$ cat src/rtl/hall_sensor_emulator_pkg.sv
// rtl/hall_sensor_emulator_pkg.sv - shared types, Hall sector table and sector helpers
package hall_sensor_emulator_pkg;

    localparam int RPM_W_DEF = 10;

    typedef logic [2:0] sector_t;

    // {A,B,C} per sector; exactly one line changes between neighbouring sectors
    localparam logic [2:0] HALL_TABLE [6] = '{
        3'b101, 3'b100, 3'b110, 3'b010, 3'b011, 3'b001
    };

    function automatic logic [2:0] hall_of(input sector_t s);
        return (s <= 3'd5) ? HALL_TABLE[s] : HALL_TABLE[0];
    endfunction

    function automatic sector_t next_sector(input sector_t s, input logic forward);
        if (forward) begin
            return (s >= 3'd5) ? 3'd0 : s + 3'd1;
        end
        return (s == 3'd0 || s > 3'd5) ? 3'd5 : s - 3'd1;
    endfunction

endpackage

$ cat src/rtl/hall_sensor_emulator_bounce.sv
// rtl/hall_sensor_emulator_bounce.sv - contact-bounce injection on the Hall line that just changed
module hall_bounce_injector
    import hall_sensor_emulator_pkg::*;
#(
    parameter int BOUNCE_N   = 2,
    parameter int BOUNCE_GAP = 50
) (
    input  logic       clock,
    input  logic       reset_n,
    input  logic       run,
    input  logic       step_pulse,
    input  logic [2:0] clean,
    output logic [2:0] hall
);

    localparam int GW = $clog2(BOUNCE_GAP + 1);
    localparam int TW = $clog2(2 * BOUNCE_N + 2);
    localparam logic [GW-1:0] GAP_RELOAD  = GW'(BOUNCE_GAP - 1);
    localparam logic [GW-1:0] GAP_FIRST   = GW'((BOUNCE_GAP > 1) ? BOUNCE_GAP - 2 : 0);
    localparam logic [TW-1:0] LAST_TOGGLE = TW'((BOUNCE_N > 0) ? 2 * BOUNCE_N - 1 : 0);
    localparam bit            IMMEDIATE   = (BOUNCE_GAP == 1);

    logic          active;
    logic [2:0]    line;
    logic [2:0]    flip;
    logic [2:0]    prev;
    logic [GW-1:0] gap;
    logic [TW-1:0] toggles;

    // The gap counter is preloaded so each toggle lands exactly BOUNCE_GAP cycles apart,
    // counting the step_pulse cycle as cycle zero.
    always_ff @(posedge clock or negedge reset_n) begin
        if (!reset_n) begin
            active  <= 1'b0;
            line    <= 3'b000;
            flip    <= 3'b000;
            prev    <= HALL_TABLE[0];
            gap     <= '0;
            toggles <= '0;
        end else begin
            prev <= clean;
            if (!run || BOUNCE_N == 0) begin
                active <= 1'b0;
                flip   <= 3'b000;
            end else if (step_pulse) begin
                line   <= clean ^ prev;
                active <= 1'b1;
                gap    <= GAP_FIRST;
                if (IMMEDIATE) begin
                    flip    <= clean ^ prev;
                    toggles <= TW'(1);
                end else begin
                    flip    <= 3'b000;
                    toggles <= '0;
                end
            end else if (active) begin
                if (gap == '0) begin
                    flip <= flip ^ line;
                    gap  <= GAP_RELOAD;
                    if (toggles == LAST_TOGGLE) begin
                        active <= 1'b0;
                    end else begin
                        toggles <= toggles + TW'(1);
                    end
                end else begin
                    gap <= gap - GW'(1);
                end
            end
        end
    end

    // A new step discards any bounce still in flight from the previous one.
    assign hall = clean ^ (step_pulse ? 3'b000 : flip);

endmodule

$ cat src/rtl/hall_sensor_emulator.sv
// rtl/hall_sensor_emulator.sv - NCO-driven three-phase Hall sensor generator with command handshake
module hall_sensor_emulator
    import hall_sensor_emulator_pkg::*;
#(
    parameter int RPM_W      = RPM_W_DEF,
    parameter int ACC_W      = 32,
    parameter int INC_SCALE  = 34,
    parameter int BOUNCE_N   = 2,
    parameter int BOUNCE_GAP = 50
) (
    input  logic             clock,
    input  logic             reset_n,
    input  logic             enable,
    input  logic             bounce_en,
    input  logic             cmd_valid,
    output logic             cmd_ready,
    input  logic [RPM_W-1:0] cmd_rpm,
    input  logic             cmd_forward,
    output logic             hall_a,
    output logic             hall_b,
    output logic             hall_c,
    output logic             step_pulse,
    output logic [2:0]       step_idx
);

    if (RPM_W + $clog2(INC_SCALE) > ACC_W) begin : g_bad_width
        $error("hall_sensor_emulator: RPM_W + clog2(INC_SCALE) exceeds ACC_W");
    end

    localparam logic [ACC_W:0] SCALE = (ACC_W + 1)'(INC_SCALE);

    logic [ACC_W-1:0] acc;
    logic [RPM_W-1:0] active_rpm;
    logic             active_forward;
    logic             pend_valid;
    logic [RPM_W-1:0] pend_rpm;
    logic             pend_forward;
    logic [ACC_W:0]   inc;
    logic [ACC_W:0]   sum;
    logic             tick;
    logic             xfer;
    logic             idle;
    logic [2:0]       clean;
    logic [2:0]       hall;

    assign inc  = {{(ACC_W + 1 - RPM_W){1'b0}}, active_rpm} * SCALE;
    assign sum  = {1'b0, acc} + inc;
    assign tick = enable & sum[ACC_W];
    assign xfer = cmd_valid & cmd_ready;
    assign idle = (active_rpm == '0) | ~enable;

    always_ff @(posedge clock or negedge reset_n) begin
        if (!reset_n) begin
            acc        <= '0;
            step_idx   <= 3'd0;
            step_pulse <= 1'b0;
        end else begin
            acc        <= enable ? sum[ACC_W-1:0] : '0;
            step_pulse <= tick;
            if (tick) begin
                step_idx <= next_sector(step_idx, active_forward);
            end
        end
    end

    // A pending command swaps in on the tick edge, so that tick still steps in the old direction.
    always_ff @(posedge clock or negedge reset_n) begin
        if (!reset_n) begin
            cmd_ready      <= 1'b1;
            active_rpm     <= '0;
            active_forward <= 1'b1;
            pend_valid     <= 1'b0;
            pend_rpm       <= '0;
            pend_forward   <= 1'b1;
        end else if (tick) begin
            if (pend_valid) begin
                active_rpm     <= pend_rpm;
                active_forward <= pend_forward;
                pend_valid     <= 1'b0;
                cmd_ready      <= 1'b1;
            end else if (xfer) begin
                pend_rpm     <= cmd_rpm;
                pend_forward <= cmd_forward;
                pend_valid   <= 1'b1;
                cmd_ready    <= 1'b0;
            end
        end else if (xfer) begin
            if (idle) begin
                active_rpm     <= cmd_rpm;
                active_forward <= cmd_forward;
            end else begin
                pend_rpm     <= cmd_rpm;
                pend_forward <= cmd_forward;
                pend_valid   <= 1'b1;
                cmd_ready    <= 1'b0;
            end
        end
    end

    assign clean = hall_of(step_idx);

    hall_bounce_injector #(
        .BOUNCE_N   (BOUNCE_N),
        .BOUNCE_GAP (BOUNCE_GAP)
    ) u_bounce (
        .clock      (clock),
        .reset_n    (reset_n),
        .run        (bounce_en & enable),
        .step_pulse (step_pulse),
        .clean      (clean),
        .hall       (hall)
    );

    assign {hall_a, hall_b, hall_c} = hall;

endmodule

$ cat config.mk
export PLATFORM = sky130hd
export DESIGN_NAME = hall_sensor_emulator
export DESIGN_NICKNAME = d
export VERILOG_FILES = /design/src/rtl/hall_sensor_emulator_pkg.sv /design/src/rtl/hall_sensor_emulator_bounce.sv /design/src/rtl/hall_sensor_emulator.sv
export SDC_FILE = /design/constraint.sdc
export NUM_CORES = 1
export LEC_CHECK = 0
export ABC_AREA = 1
export CAP_MARGIN = 40
export CORE_MARGIN = 2
export CORE_UTILIZATION = 40
export CTS_CLUSTER_DIAMETER = 40
export CTS_CLUSTER_SIZE = 14
export DETAILED_ROUTE_END_ITERATION = 7
export HOLD_SLACK_MARGIN = 0.1
export PLACE_DENSITY = 0.65
export REMOVE_ABC_BUFFERS = 1
export SYNTH_ARGS = -nofsm -noshare
export SYNTH_HDL_FRONTEND = slang
export SYNTH_SLANG_ARGS = --single-unit
$ cat constraint.sdc
create_clock -name clock -period 5.4 [get_ports clock]
set_input_delay 1.08 -clock clock [delete_from_list [all_inputs] [get_ports clock]]
set_output_delay 1.08 -clock clock [all_outputs]
set_load 0.1 [all_outputs]
==> results.json, run 1 <==
{
  "synth_cells": 701,
  "io_buffers": 23,
  "critPathKind": "register to register",
  "syn_area_um2": 5130,
  "max_slew.worst_pin.slew_ns": 0.560,
  "drt-pass1-iter-count": 6,
  "design_area_um2": 5990,
  "start_util_pct": 40.9,
  "grt-ovfl-total": 0,
  "regToRegStartpoint": "active_rpm[1]$_DFFE_PN0P_",
  "synth_top_cell_by_area": "dfrtp_1",
  "period_share_pct": 79.9,
  "ys_seq_area_share_pct": 38.1,
  "yosysWarnings": 0,
  "hold_start": "pend_forward$_DFFE_PN1P_",
  "fp.dieW_um": 117,
  "min_to": "pend_forward$_DFFE_PN1P_",
  "cp_slowest_stage_delay_ns": 0.44,
  "pre_cts_ws_ns": 1.10,
  "clkLatencyLatePin_ns": 0.35,
  "nets": 791,
  "critPathLaunchType": "register",
  "cap_violations": 0,
  "met1_usage_pct": 23.5,
  "placed_area_um2": 5670,
  "p_switching_w": 0.000283,
  "rsz0062_at_grt": "false",
  "cts_root_buf": "clkbuf_16",
  "met2_usage_pct": 30.5,
  "cts_buffers": 9,
  "path_common_cell": "nand2_1",
  "routed_wirelength_um": 12000,
  "p_per_area_nw_per_um2": 216,
  "postCtsSetupRepairBufs": 0,
  "reg2regPathDepth": 22,
  "period_needed_ns": 4.31,
  "die_h_um": 117,
  "wire_per_inst_um": 13.2,
  "cp_num_buf_inv": 1,
  "layoutNonFillerInstCount": 910,
  "io_pins": 24,
  "grt-busiest-layer": "met2",
  "drt_first_iter_violations": 319,
  "critPathMaxFanout": 17,
  "layout-drive-gt1-share_pct": 6.10,
  "switching_share_pct": 21.9,
  "drcViolationCount": 0,
  "holdBufCountCts": 0,
  "rows": 41,
  "setup_viol": 0,
  "synth.area.top_cells": "dfrtp_1, nand2_1, ha_1",
  "clkPwrFrac_pct": 51.1,
  "syn2layout_area_growth_pct": 16.7,
  "final_max_slew_viol_count": 0,
  "min-delay-path-class": "register to register",
  "cts_max_level": 3,
  "vias_per_cell": 4.97,
  "worstHoldPathCells": 2,
  "cts_resized": 0,
  "arrival_ns": 4.55,
  "r2r_slack_ns": 1.09,
  "rr_endpoint": "active_rpm[9]$_DFFE_PN0P_",
  "slowest_stage": "dfrtp_1",
  "cp_top_family": "simple AND/OR/NAND/NOR gates",
  "grt_pass1_wl_um": 20400,
  "fmax_ghz": 0.232,
  "antenna_cells": 0,
  "power_w": 0.00129,
  "place_congestion": 0.883,
  "path_cells": "ha_1 > ha_1 > fa_1 > nand3_1 > nand3_1 > a21oi_1 > o21bai_1 > nand3_1 > xor2_1 > ha_1 > nand2_1 > inv_1 > nand2_1 > nand2_1 > a21oi_1 > nand2_2 > nand2_4 > nand2_1 > nand2_1 > nand2_1 > nand2_1 > nand2_1",
  "status": "completed",
  "combPwrFrac_pct": 3.5,
  "setup_slack_ns": 1.09,
  "die-area_um2": 13800,
  "grtUsageTotal_pct": 18.2,
  "avgSynthCellArea_um2": 7.33,
  "cts_tree": "built",
  "grt_pass1_vias": 4385,
  "dp_cells": 894,
  "hold_viol_final": 0,
  "critPathCaptureType": "register",
  "grtUsageMet3_pct": 3.26,
  "p_seq_share_pct": 45.5,
  "hpwl_um": 9040,
  "grt_max_degree": 65,
  "ant_nets": 0,
  "required_ns": 5.63,
  "num_vias": 4519,
  "finClkSkew_ns": 0.00684,
  "fillers": 1232,
  "clockBufferDepth": 2,
  "p_leak_nw": 3.24,
  "synth_cell_types": 41,
  "fin_setup_tns_ns": 0,
  "clkSinkCount": 78,
  "clkSlewWorstSetupHoldPaths_ns": 0.06,
  "ir_drop_uv": 197,
  "mostFrequentLayoutCells": "nand2_1, inv_1, dfrtp_1",
  "synth_top_area_share_pct": 35.6,
  "final_common_cell": "nand2_1",
  "internal_power_w": 0.00101,
  "antenna_found_initial": 0,
  "ys_seq_elements": 78,
  "relSlewSlack_pct": 62.6,
  "core_area_um2": 12600
}
state kept, by name, indices dropped and copies added, names as in the netlist, 3 cells and up:
name / count
acc: 31
step_idx: 3
active_rpm: 10
pend_rpm: 10
u_bounce.gap: 6
u_bounce.flip: 3
u_bounce.prev: 3
u_bounce.line: 3
u_bounce.toggles: 3
cell usage after synthesis (all sizes together):
cell type,count
a31oi,2
or2,4
xor2,12
dfrtp,73
o32ai,1
clkinv,1
fa,2
nor3,10
o21a,2
inv,79
o22ai,2
xnor2,9
mux2,1
buf,12
and2,1
o21ai,30
a2bb2oi,1
ha,40
nand3,69
nor4,4
nand4,5
nand2,223
a211oi,1
nor2,72
a21oi,32
o21bai,4
nor3b,1
a32o,1
o31ai,1
dfstp,5
o311ai,1
worst reg2reg max path, delay by kind of cell (launching register included):
kind / cells / cell delay, ns
fa+ha+maj: 4 / 1.28
flops: 1 / 0.44
xor+xnor: 1 / 0.15
compound gates: 3 / 0.42
simple gates: 13 / 1.85
buf+inv: 1 / 0.05
through the flow:
stage,hold WS (ns),utilization [%]
floorplan,0.443,-
global placement,0.461,43.9
detailed placement,0.464,45.1
CTS,0.474,47.7
global route,0.499,47.7
finish,0.471,47.7
how the worst max path moves through the flow:
| stage | slack, ns | end | depth (start not counted) | from |
|---|---|---|---|---|
| after floorplan | 1.05 | hall_c | 6 | step_idx[0]$_DFFE_PN0N_ |
| after global routing | 0.59 | active_rpm[9]$_DFFE_PN0P_ | 22 | active_rpm[1]$_DFFE_PN0P_ |
| after CTS | 1.08 | active_rpm[9]$_DFFE_PN0P_ | 22 | active_rpm[1]$_DFFE_PN0P_ |
| after global placement | 1.27 | active_rpm[1]$_DFFE_PN0P_ | 22 | active_rpm[1]$_DFFE_PN0P_ |
| final | 1.09 | active_rpm[9]$_DFFE_PN0P_ | 22 | active_rpm[1]$_DFFE_PN0P_ |
| after detailed placement | 1.10 | active_rpm[9]$_DFFE_PN0P_ | 22 | active_rpm[1]$_DFFE_PN0P_ |
area by class of cell:
| class | count | area [um^2] | area share [%] |
|---|---|---|---|
| clock buffer | 9 | 225 | 3.76 |
| clock inverter | 7 | 95.1 | 1.59 |
| inverter | 80 | 300 | 5.01 |
| timing repair buffer | 33 | 395 | 6.60 |
| multi-input combinational | 531 | 2810 | 46.8 |
| tap | 172 | 215 | 3.59 |
| sequential | 78 | 1960 | 32.7 |
layer usage:
layer,routed length (um),vias to the layer above
met5,0,-
li1,-,2317
met3,481,20
met2,5640,94
met4,230,0
met1,5610,2088
power groups by stage:
stage	Clock (W)	Combinational [W]	Sequential (W)
2_1_floorplan	0	0.0000111	0.000598
3_3_place_gp	0	0.0000428	0.000598
3_5_place_dp	0	0.0000458	0.000598
4_1_cts	0.000674	0.0000461	0.000587
5_1_grt	0.000698	0.0000509	0.000587
6_report	0.000660	0.0000448	0.000588
logic make-up after synthesis:
kind of cell | synth area share (%)
fa+ha+maj | 10.5
flops | 38.1
compound gates | 8.48
simple gates | 31.8
mux | 0.219
xor+xnor | 3.58
buf+inv | 7.24
Note: power is estimated with default switching activity, not from simulation.
==> inputs of run 2 (changes only) <==
==> constraint.sdc (replaced) <==
create_clock -name clock -period 4.1 [get_ports clock]
set_input_delay 0.82 -clock clock [delete_from_list [all_inputs] [get_ports clock]]
set_output_delay 0.82 -clock clock [all_outputs]
set_load 0.1 [all_outputs]
==> run 2 against run 1 <==
Design area is 0.94% lower. Register-to-register slack worse by 0.78 ns. Non-clock buffer count stayed put. Hold slack worse by 0.096 ns. Combinational power up 33%. Via count is essentially flat. Global-route usage up 0.60 points. Setup slack worse by 0.78 ns. Sequential power is 32% higher. Clock power rose by 14%.
==> results.json, run 2 (synthesis gave the netlist of run 1 again) <==
{
  "status": "completed",
  "clkSinkCount": 78,
  "routed_wirelength_um": 12400,
  "reg_top3": "acc: 31 flops, active_rpm: 10 flops, pend_rpm: 10 flops",
  "critPathCaptureType": "register",
  "clockBufferDepth": 2,
  "timing.hold.ws_ns": 0.376,
  "critPathMaxFanout": 16,
  "fp.dieW_um": 117,
  "nets": 791,
  "met2_usage_pct": 31.6,
  "fin_setup_tns_ns": 0,
  "clkLatencyLatePin_ns": 0.35,
  "fin_util_pct": 47.2,
  "multi_input_area_um2": 2830,
  "area.sequential_um2": 1960,
  "io_pins": 24,
  "p_leak_nw": 3.20,
  "path_cells": "ha_1 > ha_1 > a21oi_1 > nand2_1 > a21oi_1 > nor2_1 > o21ai_1 > nor3_1 > ha_1 > a21oi_1 > nand2_1 > a21oi_1 > nand2_2 > nand2_4 > nand2_1 > nand2_1 > buf_4 > nand3_1 > nand2_1",
  "regMostFlops": "acc",
  "postCtsSetupRepairBufs": 0,
  "core_area_um2": 12600,
  "met1_usage_pct": 24.0,
  "drt-pass1-iter-count": 5,
  "grtUsageMet3_pct": 3.45,
  "die_h_um": 117,
  "grt_pass1_vias": 4442,
  "vias_per_cell": 4.97,
  "fmax_ghz": 0.263,
  "max_slew.worst_pin.slew_ns": 0.577,
  "cp_slowest_stage_delay_ns": 0.45,
  "cts_root_buf": "clkbuf_16",
  "finClkSkew_ns": 0.00353,
  "period_share_pct": 92.6,
  "layout-drive-gt1-share_pct": 6.91,
  "cts_buffers": 9,
  "ant_nets": 0,
  "clkSlewWorstSetupHoldPaths_ns": 0.06,
  "placed_area_um2": 5630,
  "final_common_cell": "nand2_1",
  "antenna_found_initial": 0,
  "critPathLaunchType": "register",
  "grt-ovfl-total": 0,
  "drcViolationCount": 0,
  "required_ns": 4.38,
  "design_area_um2": 5940,
  "place_congestion": 0.886,
  "cts_tree": "built",
  "antenna_cells": 0,
  "num_vias": 4522,
  "wire_per_inst_um": 13.7,
  "syn2layout_area_growth_pct": 15.6,
  "relSlewSlack_pct": 61.4,
  "mostFrequentLayoutCells": "nand2_1, inv_1, dfrtp_1",
  "cp_top_family": "simple AND/OR/NAND/NOR gates",
  "grt_max_degree": 55,
  "fillers": 1219,
  "io_buffers": 23,
  "cts_max_level": 3,
  "setup_viol": 0,
  "grtUsageTotal_pct": 18.8,
  "arrival_ns": 4.08,
  "critPathKind": "register to register",
  "grt_pass1_wl_um": 20900,
  "rows": 41,
  "path_common_cell": "nand2_1",
  "drt_first_iter_violations": 237,
  "min-delay-path-class": "input pin to asynchronous set/reset pin",
  "start_util_pct": 40.9,
  "cp_num_buf_inv": 1,
  "ir_drop_uv": 225,
  "slowest_stage": "dfrtp_1",
  "hold_viol_final": 0,
  "cap_violations": 0,
  "holdBufCountCts": 0,
  "period_needed_ns": 3.80,
  "hpwl_um": 9490,
  "final_max_slew_viol_count": 0,
  "grt-busiest-layer": "met2",
  "die-area_um2": 13800,
  "p_per_area_nw_per_um2": 267,
  "largest_reg_flops": 31
}
==> run 2: cell types whose count changed in the layout (fill, tap and decap cells not counted), moves of 2 or more <==
cell,previous run,this run
nand2_4,1,3
nand2_1,219,217
clkdlybuf4s50_1,22,19
buf_4,2,7
buf_8,7,5
bufinv_16,2,0
==> run 2: repair_timing <==
action	CTS	global route
resized for setup	0	9
hold endpoints to repair	0	0
setup endpoints to repair	0	24
==> run 2: layout make-up <==
cell class / count / share of cell area (%)
Clock buffer: 11 / 4.09
Clock inverter: 5 / 0.569
Inverter: 80 / 5.06
Multi-Input combinational cell: 531 / 47.7
Sequential cell: 78 / 33.0
Tap cell: 172 / 3.62
Timing Repair Buffer: 33 / 6.01
==> run 2: worst register-to-register path, stage by stage (launching register included) <==
cell and delay, ns:
dfrtp_1 0.45, ha_1 0.31, ha_1 0.36, a21oi_1 0.18
nand2_1 0.11, a21oi_1 0.24, nor2_1 0.07, o21ai_1 0.19
nor3_1 0.12, ha_1 0.31, a21oi_1 0.24, nand2_1 0.11
a21oi_1 0.15, nand2_2 0.10, nand2_4 0.18, nand2_1 0.09
nand2_1 0.14, buf_4 0.18, nand3_1 0.11, nand2_1 0.09
==> run 2: worst paths after layout <==
check	start	slack, ns	cells after the start	to
setup reg to reg	active_rpm[7]$_DFFE_PN0P_	0.30	19	active_rpm[1]$_DFFE_PN0P_
hold reg to reg	pend_forward$_DFFE_PN1P_	0.47	2	pend_forward$_DFFE_PN1P_
setup / recovery	active_rpm[7]$_DFFE_PN0P_	0.30	19	active_rpm[1]$_DFFE_PN0P_
min in group clock	pend_forward$_DFFE_PN1P_	0.47	2	pend_forward$_DFFE_PN1P_
max in group asynchronous	reset_n	3.09	2	u_bounce.prev[2]$_DFF_PN1_
hold / removal	reset_n	0.38	1	acc[3]$_DFF_PN0_
==> run 2: power by group <==
part | total [W] | internal, W | switching [W] | leakage, nW
registers | 0.000774 | 0.000772 | 0.00000171 | 1.05
clock network | 0.000752 | 0.000426 | 0.000326 | 0.132
logic | 0.0000595 | 0.0000223 | 0.0000372 | 2.02
total | 0.00159 | 0.00122 | 0.000365 | 3.20
==> run 2: metal layers <==
layer  wire length (um)  share of wire (%)
met3                400                3.2
met4                255                2.1
met5                  0                  0
met1               5710                 46
met2               6060                 49
==> run 2: per-stage QoR <==
| stage | instances | worst slack, ns | total power (W) |
|---|---|---|---|
| after floorplan | 689 | 0.0145 | 0.000802 |
| after global placement | 888 | 0.283 | 0.000845 |
| after detailed placement | 894 | 0.185 | 0.000849 |
| after CTS | 910 | 0.111 | 0.00160 |
| after global routing | 910 | -0.0118 | 0.00164 |
| final | 910 | 0.304 | 0.00159 |
==> inputs of run 3 (changes only) <==
--- a/config.mk
+++ b/config.mk
@@ -8,12 +8,12 @@
 export ABC_AREA = 1
 export CAP_MARGIN = 40
 export CORE_MARGIN = 2
-export CORE_UTILIZATION = 40
+export CORE_UTILIZATION = 25
 export CTS_CLUSTER_DIAMETER = 40
 export CTS_CLUSTER_SIZE = 14
 export DETAILED_ROUTE_END_ITERATION = 7
 export HOLD_SLACK_MARGIN = 0.1
-export PLACE_DENSITY = 0.65
+export PLACE_DENSITY = 0.48
 export REMOVE_ABC_BUFFERS = 1
 export SYNTH_ARGS = -nofsm -noshare
 export SYNTH_HDL_FRONTEND = slang
==> run 3 against run 2 <==
Final cell count grew 11%. Via count decreased by 1.7%. Power is 10% higher. Sequential power hardly changed. Count of clock-buffer cells in the layout shrank 2. Highest routed layer unchanged. Critical path depth grew 3. Die area is 58% higher. Setup slack gained 0.10 ns. Clock skew increased by 0.0056 ns. Non-clock buffer count rose by 6. Register-to-register slack better by 0.10 ns.
==> results.json, run 3 (synthesis gave the netlist of run 1 again) <==
{
  "status": "completed",
  "regToRegStartpoint": "active_rpm[5]$_DFFE_PN0P_",
  "rr_endpoint": "active_rpm[5]$_DFFE_PN0P_",
  "routed_wirelength_um": 12900,
  "cts_buffers": 9,
  "setup_slack_ns": 0.407,
  "drt-pass1-iter-count": 4,
  "min-delay-path-class": "input pin to asynchronous set/reset pin",
  "critPathLaunch": "active_rpm[5]$_DFFE_PN0P_",
  "fp.dieW_um": 147,
  "grt_max_degree": 36,
  "slowest_stage": "dfrtp_1",
  "fin_setup_tns_ns": 0,
  "vias_per_cell": 4.39,
  "drt_first_iter_violations": 224,
  "grt_pass1_wl_um": 21900,
  "start_util_pct": 25.5,
  "ant_nets": 0,
  "fin_util_pct": 30.6,
  "final_common_cell": "nand2_1",
  "fmax_ghz": 0.271,
  "layoutNonFillerInstCount": 1014,
  "rsz0062_at_grt": "false",
  "critPathKind": "register to register",
  "relSlewSlack_pct": 56.0,
  "die_h_um": 147,
  "cts_root_buf": "clkbuf_16",
  "num_vias": 4447,
  "final_max_slew_viol_count": 0,
  "syn2layout_area_growth_pct": 20.1,
  "clockBufferDepth": 2,
  "clkSinkCount": 78,
  "nets": 797,
  "grtUsageTotal_pct": 12.7,
  "core_area_um2": 20200,
  "dp_cells": 996,
  "antenna_found_initial": 0,
  "timing.hold.ws_ns": 0.422,
  "max_slew.worst_pin.slew_ns": 0.657,
  "cp_slowest_stage_delay_ns": 0.42,
  "regMostFlops": "acc",
  "cap_violations": 0,
  "path_cells": "ha_1 > ha_1 > fa_1 > nand3_1 > nand3_1 > a21oi_1 > o21bai_1 > nand3_1 > xor2_1 > ha_2 > nand2_1 > inv_1 > nand2_1 > nand2_1 > a21oi_1 > nand2_2 > nand2_8 > nand2_1 > nand2_1 > buf_4 > nand3_1 > nand2_1",
  "path_common_cell": "nand2_1",
  "required_ns": 4.38,
  "p_leak_nw": 3.25,
  "critPathLaunchType": "register",
  "cts_max_level": 3,
  "cp_num_buf_inv": 2,
  "wire_per_inst_um": 12.7,
  "holdBufCountCts": 0,
  "mostFrequentLayoutCells": "nand2_1, inv_1, dfrtp_1",
  "io_buffers": 23,
  "reg2regPathDepth": 22,
  "hold_viol_final": 0,
  "setup_viol": 0,
  "period_needed_ns": 3.69,
  "rows": 52,
  "p_per_area_nw_per_um2": 283,
  "largest_reg_flops": 31,
  "io_pins": 24,
  "grt_pass1_vias": 4305,
  "pre_cts_ws_ns": 0.159,
  "period_share_pct": 90.1,
  "clkLatencyLatePin_ns": 0.35,
  "grt-ovfl-total": 0,
  "hpwl_um": 10100,
  "arrival_ns": 3.98,
  "place_congestion": 0.802,
  "r2r_slack_ns": 0.41,
  "critPathMaxFanout": 16,
  "ir_drop_uv": 228,
  "cp_top_family": "adder cells",
  "reg_top3": "acc: 31 flops, active_rpm: 10 flops, pend_rpm: 10 flops",
  "layout-drive-gt1-share_pct": 7.66,
  "die-area_um2": 21700,
  "clkSlewWorstSetupHoldPaths_ns": 0.06,
  "drcViolationCount": 0,
  "antenna_cells": 0,
  "critPathCaptureType": "register",
  "cts_tree": "built",
  "finClkSkew_ns": 0.00914
}
==> run 3: repair_timing <==
action,in CTS,in global routing
setup endpoints to repair,0,25
resized for setup,0,8
setup buffers,0,2
==> run 3: where the power goes <==
group / internal [W] / total [W] / leakage [nW] / switching, W
Combinational: 0.0000227 / 0.0000607 / 2.04 / 0.0000380
Sequential: 0.000772 / 0.000773 / 1.05 / 0.00000149
Clock: 0.000544 / 0.000910 / 0.163 / 0.000366
==> run 3: final cells by class <==
type | instances | area, um^2
inverter | 80 | 300
sequential | 78 | 1960
clock inverter | 7 | 103
tap | 270 | 338
clock buffer | 9 | 225
multi-input combinational | 531 | 2840
timing repair buffer | 39 | 403
fill | 2210 | 14000
==> run 3: worst max path at each step <==
stage,endpoint,slack [ns],cells past startpoint
floorplan,hall_c,0.01,6
global placement,active_rpm[5]$_DFFE_PN0P_,0.17,21
detailed placement,active_rpm[5]$_DFFE_PN0P_,0.16,21
CTS,active_rpm[5]$_DFFE_PN0P_,0.11,21
global route,active_rpm[1]$_DFFE_PN0P_,0.02,22
finish,active_rpm[5]$_DFFE_PN0P_,0.41,22
==> run 3: metal layers <==
metal	vias to the layer above	GRT usage [%]	part of all wire, %
met5	-	0	0
met4	0	3.80	1.5
met3	15	2.42	3.4
met2	66	20.2	44
met1	2026	17.5	51
li1	2340	-	-
==> run 3: worst register-to-register path: stages (launching register included) <==
cell,delay [ns]
dfrtp_1,0.42
ha_1,0.30
ha_1,0.23
fa_1,0.40
nand3_1,0.10
nand3_1,0.10
a21oi_1,0.14
o21bai_1,0.10
nand3_1,0.09
xor2_1,0.16
ha_2,0.34
nand2_1,0.08
inv_1,0.04
nand2_1,0.05
nand2_1,0.06
a21oi_1,0.15
nand2_2,0.17
nand2_8,0.16
nand2_1,0.06
nand2_1,0.14
buf_4,0.20
nand3_1,0.09
nand2_1,0.08
==> run 3: stage by stage <==
step	power, W	cell area (um^2)
after global routing	0.00181	6170
after floorplan	0.000802	5060
after global placement	0.000849	5680
after CTS	0.00177	6120
final	0.00174	6170
after detailed placement	0.000851	5790
